$ cat src/rtl/avr_asm_encoder.sv
// Streaming AVR instruction encoder: one structured request in, one or two program words out.
// Optional operand range checking is enabled by defining AVR_ASM_RANGE_CHK_EN.
module avr_asm_encoder #(
  parameter int unsigned       ADDR_W  = 16,
  parameter logic [ADDR_W-1:0] RST_ADR = '0
) (
  input  logic              clk,
  input  logic              rst_n,
  input  logic              adr_ld,
  input  logic [ADDR_W-1:0] adr_val,
  input  logic              req_vld,
  output logic              req_rdy,
  input  logic [5:0]        req_op,
  input  logic [4:0]        req_rd,
  input  logic [4:0]        req_rr,
  input  logic [21:0]       req_k,
  input  logic [2:0]        req_b,
  output logic              pmw_vld,
  input  logic              pmw_rdy,
  output logic [ADDR_W-1:0] pmw_adr,
  output logic [15:0]       pmw_dat,
  output logic              err,
  output logic              busy
);

  typedef enum logic [1:0] {StIdle, StWord0, StWord1} state_e;

  state_e            state_q, state_d;
  logic [ADDR_W-1:0] cnt_q, cnt_d;
  logic [ADDR_W-1:0] adr_q, adr_d;
  logic [15:0]       dat_q, dat_d;
  logic [15:0]       w1_q, w1_d;
  logic              vld_q, vld_d;
  logic              two_q, two_d;
  logic              err_q, err_d;

  logic [15:0] enc_w0;
  logic        enc_two;
  logic        op_legal;
  logic        accept_ok;

  always_comb begin
    enc_w0   = '0;
    enc_two  = 1'b0;
    op_legal = 1'b1;
    case (req_op) inside
      6'd0:          enc_w0 = 16'h0000;
      6'd1:          enc_w0 = {8'h01, req_rd[4:1], req_rr[4:1]};
      [6'd2:6'd12]:  enc_w0 = {2'b00, 4'(req_op - 6'd1), req_rr[4], req_rd, req_rr[3:0]};
      [6'd13:6'd18]: enc_w0 = {(req_op == 6'd18) ? 4'hE : 4'(req_op - 6'd10),
                               req_k[7:4], req_rd[3:0], req_k[3:0]};
      6'd19, 6'd20:  enc_w0 = {4'b1011, req_op == 6'd20, req_k[5:4], req_rd, req_k[3:0]};
      6'd21, 6'd22:  enc_w0 = {3'b110, req_op == 6'd22, req_k[11:0]};
      6'd23, 6'd24:  enc_w0 = {5'b11110, req_op == 6'd24, req_k[6:0], req_b};
      6'd25, 6'd26: begin
        enc_w0  = {7'b1001010, req_k[21:17], 2'b11, req_op == 6'd26, req_k[16]};
        enc_two = 1'b1;
      end
      6'd27, 6'd28: begin
        enc_w0  = {6'b100100, req_op == 6'd28, req_rd, 4'h0};
        enc_two = 1'b1;
      end
      6'd29, 6'd30:  enc_w0 = {6'b100100, req_op == 6'd29, req_rd, 4'hF};
      6'd31:         enc_w0 = 16'h9508;
      6'd32:         enc_w0 = 16'h9518;
      default:       op_legal = 1'b0;
    endcase
  end

`ifdef AVR_ASM_RANGE_CHK_EN
  logic range_bad;

  // Signed offsets fit when all bits above the field are a sign extension.
  always_comb begin
    range_bad = 1'b0;
    case (req_op) inside
      6'd1:          range_bad = req_rd[0] | req_rr[0];
      [6'd13:6'd18]: range_bad = ~req_rd[4] | (|req_k[21:8]);
      6'd19, 6'd20:  range_bad = |req_k[21:6];
      6'd21, 6'd22:  range_bad = ~((&req_k[21:11]) | ~(|req_k[21:11]));
      6'd23, 6'd24:  range_bad = ~((&req_k[21:6]) | ~(|req_k[21:6]));
      6'd27, 6'd28:  range_bad = |req_k[21:16];
      default:       range_bad = 1'b0;
    endcase
  end

  assign accept_ok = op_legal & ~range_bad;
`else
  assign accept_ok = op_legal;
`endif

  always_comb begin
    state_d = state_q;
    cnt_d   = cnt_q;
    adr_d   = adr_q;
    dat_d   = dat_q;
    w1_d    = w1_q;
    vld_d   = vld_q;
    two_d   = two_q;
    err_d   = 1'b0;
    unique case (state_q)
      StIdle: begin
        if (adr_ld) begin
          cnt_d = adr_val;
        end else if (req_vld) begin
          if (accept_ok) begin
            state_d = StWord0;
            vld_d   = 1'b1;
            dat_d   = enc_w0;
            adr_d   = cnt_q;
            w1_d    = req_k[15:0];
            two_d   = enc_two;
          end else begin
            err_d = 1'b1;
          end
        end
      end
      StWord0: begin
        if (pmw_rdy) begin
          cnt_d = cnt_q + 1'b1;
          if (two_q) begin
            state_d = StWord1;
            dat_d   = w1_q;
            adr_d   = cnt_q + 1'b1;
          end else begin
            state_d = StIdle;
            vld_d   = 1'b0;
          end
        end
      end
      StWord1: begin
        if (pmw_rdy) begin
          cnt_d   = cnt_q + 1'b1;
          state_d = StIdle;
          vld_d   = 1'b0;
        end
      end
      default: begin
        state_d = StIdle;
        vld_d   = 1'b0;
      end
    endcase
  end

  always_ff @(posedge clk or negedge rst_n) begin
    if (!rst_n) begin
      state_q <= StIdle;
      cnt_q   <= RST_ADR;
      adr_q   <= RST_ADR;
      dat_q   <= '0;
      w1_q    <= '0;
      vld_q   <= 1'b0;
      two_q   <= 1'b0;
      err_q   <= 1'b0;
    end else begin
      state_q <= state_d;
      cnt_q   <= cnt_d;
      adr_q   <= adr_d;
      dat_q   <= dat_d;
      w1_q    <= w1_d;
      vld_q   <= vld_d;
      two_q   <= two_d;
      err_q   <= err_d;
    end
  end

  assign req_rdy = (state_q == StIdle) & ~adr_ld;
  assign busy    = (state_q != StIdle);
  assign pmw_vld = vld_q;
  assign pmw_adr = adr_q;
  assign pmw_dat = dat_q;
  assign err     = err_q;

endmodule

$ cat config.mk
export PLATFORM = sky130hd
export DESIGN_NAME = avr_asm_encoder
export DESIGN_NICKNAME = d
export VERILOG_FILES = /design/src/rtl/avr_asm_encoder.sv
export SDC_FILE = /design/constraint.sdc
export NUM_CORES = 1
export LEC_CHECK = 0
export ABC_AREA = 1
export BUFFER_PORTS_ARGS = -buffer_cell sky130_fd_sc_hd__buf_4
export CAP_MARGIN = 10
export CORE_MARGIN = 2
export CORE_UTILIZATION = 40
export CTS_BUF_LIST = sky130_fd_sc_hd__clkbuf_16
export CTS_CLUSTER_SIZE = 10
export DETAILED_ROUTE_END_ITERATION = 16
export PLACE_DENSITY = 0.6
export SYNTH_ARGS = -nofsm -noshare
export SYNTH_HDL_FRONTEND = slang
export SYNTH_SLANG_ARGS = --single-unit
$ cat constraint.sdc
create_clock -name clk -period 3.05 [get_ports clk]
set_clock_uncertainty 0.15 [all_clocks]
set_input_delay 0.61 -clock clk [delete_from_list [all_inputs] [get_ports clk]]
set_output_delay 0.61 -clock clk [all_outputs]
set_load 0.005 [all_outputs]
==> reports/results.ini <==
[power]
seqPwrFrac_pct=30.8
p_switching_mw=2.19
clkPwrFrac_pct=23.3
power_frac_comb_pct=45.9
swShare_pct=40.2
internal-power_mw=3.26
peakVddDrop_mv=0.469
p_leak_nw=3.23
p_per_area_nw_per_um2=908

[cells_and_area]
fin_nets=864
layout-drive-gt1-share_pct=19.9
synthToLayoutAreaGrowth_pct=27.2
stdcell_area_um2=6000
fill_cells=1158
antenna_cells=0
stdcell_count=937

[yosys]
synth_top_area_cell=dfrtp_1
synthFlopType=dfrtp_1
ys.warnings.count=0
ys_top_cells_by_count=nand2_1 (269), dfrtp_1 (69), o21ai_0 (58), nor2_1 (52), inv_1 (47)
synth_area_um2=4720
synth-async-reset-ratio_pct=100
yosysTopAreaCellShare_pct=36.6
syn_nets=762
syn_area_per_cell_um2=6.87
ys_ff_latch=69
synth_area_leaders=dfrtp_1 (37%), nand2_1 (21%), o21ai_0 (6.2%), nor2_1 (4.1%), nand3_1 (3.8%)
synth_cell_types=39
yosysMostFrequentCell=nand2_1
seq_area_frac_synth_pct=36.6
synth-edff-count=0
syn_inst=687

[setup_path]
cp-start-kind=input pin
rr_worst_depth=9
cp_slowest_stage_delay_ns=0.39
arrival_ns=2.55
worstReg2RegStart=state_q[1]
worstSetupPathType=input pin to flip-flop
crit_fanout=7
path_common_cell=nand2_1
cp-end-kind=flip-flop
crit_chain=buf_4, inv_1, ha_1, o21ai_1, nor2_1, nor2_1, nand2_1, nand3_1, nand2_1, nand3_1, nand2_1, nand2_1, nand2_1, nand2_1, nand2_1
reg2reg_to=pmw_adr[12]
reg2reg_setup_slack_ns=0.87
cpMaxStageDelayCell=nor2_1
required_ns=3.13

[floorplanning]
initial_utilization_pct=41.1
die_y_um=113
row_count=39
die_w_um=113
die-area_um2=12700
placeableCoreArea_um2=11500
num_io_pins=98

[sta]
final-setup-viol-count=0
rsz0062_at_grt=false
holdWs_ns=0.227
min_period_ns=2.47
max_slew_margin_pct=41.7
slew_viol_final=0
worstMarginPinSlew_ns=0.874
fmax_mhz=405
layout_setup_ws_ns=0.583
tns_ns=0
final_hold_viol_count=0
min_period_over_period_pct=80.9

[grt]
antenna_found_initial=0
grt_pass1_vias=4719
grt_max_degree=70
grt_pass1_wl_um=23200
track_usage_pct=22.6
grt_overflow_total=0

[drt]
wl_um=13800
wl_met3_um=762
wl_met1_um=6050
routed-wl-met2_um=6650
wl_per_cell_um=14.7
drc=0
drtIter0Drc=439
top_layer_used=met4
viasPerCell=5.17
via_count=4848
dr.pass1.iters=5
ant_nets=0

[clock_tree]
cts_buffers=9
post_cts_buffers=0
cts_max_path_buffers=2
clk_pin_slew_ns=0.06
cts_resized=0
htreeDepth=3
ctsHoldBuffers=0
clkLatencyLatePin_ns=0.33
clock-root-buffer=clkbuf_16
cts_tree=yes
cts_sinks=69

[place]
hpwl_um=10600
pre_cts_slack_ns=0.250
port-buffer-count=97
gp_congestion=1.01
placed_cells=921
dpl_cell_area_um2=5640

[outcome]
status=finished, final reports clean

[job]
max_cap_violations=0

[min_path]
hold_class=input pin to asynchronous set/reset pin

[stage by stage]
stage	total power [mW]	utilization, %
after detailed placement	4.20	49.1
after global placement	4.16	49.1
after floorplan	3.27	-
after global routing	5.94	52.3
final	5.45	52.3
after CTS	5.50	52.3
[cell families after synthesis]
kind of cell    synth area share [%]
flops                           36.6
xor+xnor                        3.34
simple gates                    36.9
buf+inv                         7.35
mux                            0.424
fa+ha+maj                       3.45
compound gates                  11.9
[per-layer routing]
metal  vias to the layer above  track usage (%)
met5                         -                0
met4                         0             7.40
met3                        22             4.10
met2                       159             37.7
met1                      2254             29.8
li1                       2413                -
[power by group through the flow]
stage | logic [mW] | clock network (mW) | registers (mW)
2_1_floorplan | 1.65 | 0 | 1.63
3_3_place_gp | 2.48 | 0 | 1.68
3_5_place_dp | 2.51 | 0 | 1.69
4_1_cts | 2.52 | 1.30 | 1.68
5_1_grt | 2.86 | 1.34 | 1.74
6_report | 2.50 | 1.27 | 1.68
[state kept, by name (all words and copies together), names as in the netlist]
| register | count |
|---|---|
| w1_q | 16 |
| pmw_vld | 1 |
| state_q | 2 |
| pmw_adr | 16 |
| two_q | 1 |
| cnt_q | 16 |
| pmw_dat | 16 |
| err | 1 |
[final cells by class]
cell class                      instances  area (um2)  share of cell area [%]
Multi-Input combinational cell        538        2650                    44.2
Sequential cell                        69        1730                    28.8
Timing Repair Buffer                  113         861                    14.4
Clock buffer                            9         225                    3.75
Inverter                               58         220                    3.67
Tap cell                              143         179                    2.98
Clock inverter                          7         138                    2.29
[worst max path at each step]
| stage | startpoint | end | slack [ns] | cells after the start |
|---|---|---|---|---|
| global placement | req_op[1] | pmw_dat[9] | 0.28 | 16 |
| finish | req_op[1] | pmw_dat[1] | 0.58 | 15 |
| global route | req_op[1] | pmw_dat[9] | 0.31 | 16 |
| floorplan | req_op[2] | pmw_dat[12] | 0.64 | 14 |
| CTS | req_op[1] | pmw_adr[12] | 0.61 | 15 |
| detailed placement | req_op[1] | pmw_adr[12] | 0.25 | 15 |
[critical path: cells and delay by family]
family / cells / cell delay [ns]
simple gates: 11 / 1.26
compound gates: 1 / 0.21
fa+ha+maj: 1 / 0.24
buf+inv: 2 / 0.22
[placed cells by master (no fill, tap or decap), drive strengths merged, types with 2 or more instances in the layout]
cell type  count
nor2          57
xor2          16
nand3         41
mux2i          2
bufinv         4
o211ai         5
buf          113
xnor2          2
nand2        275
ha            13
inv           56
nand4         15
nor3           9
clkbuf         9
dfrtp         69
o31ai          3
a21oi         17
nand3b         5
clkinv         4
o22ai          7
o21a           4
o21ai         62
Power figures use the tool's default switching activity.
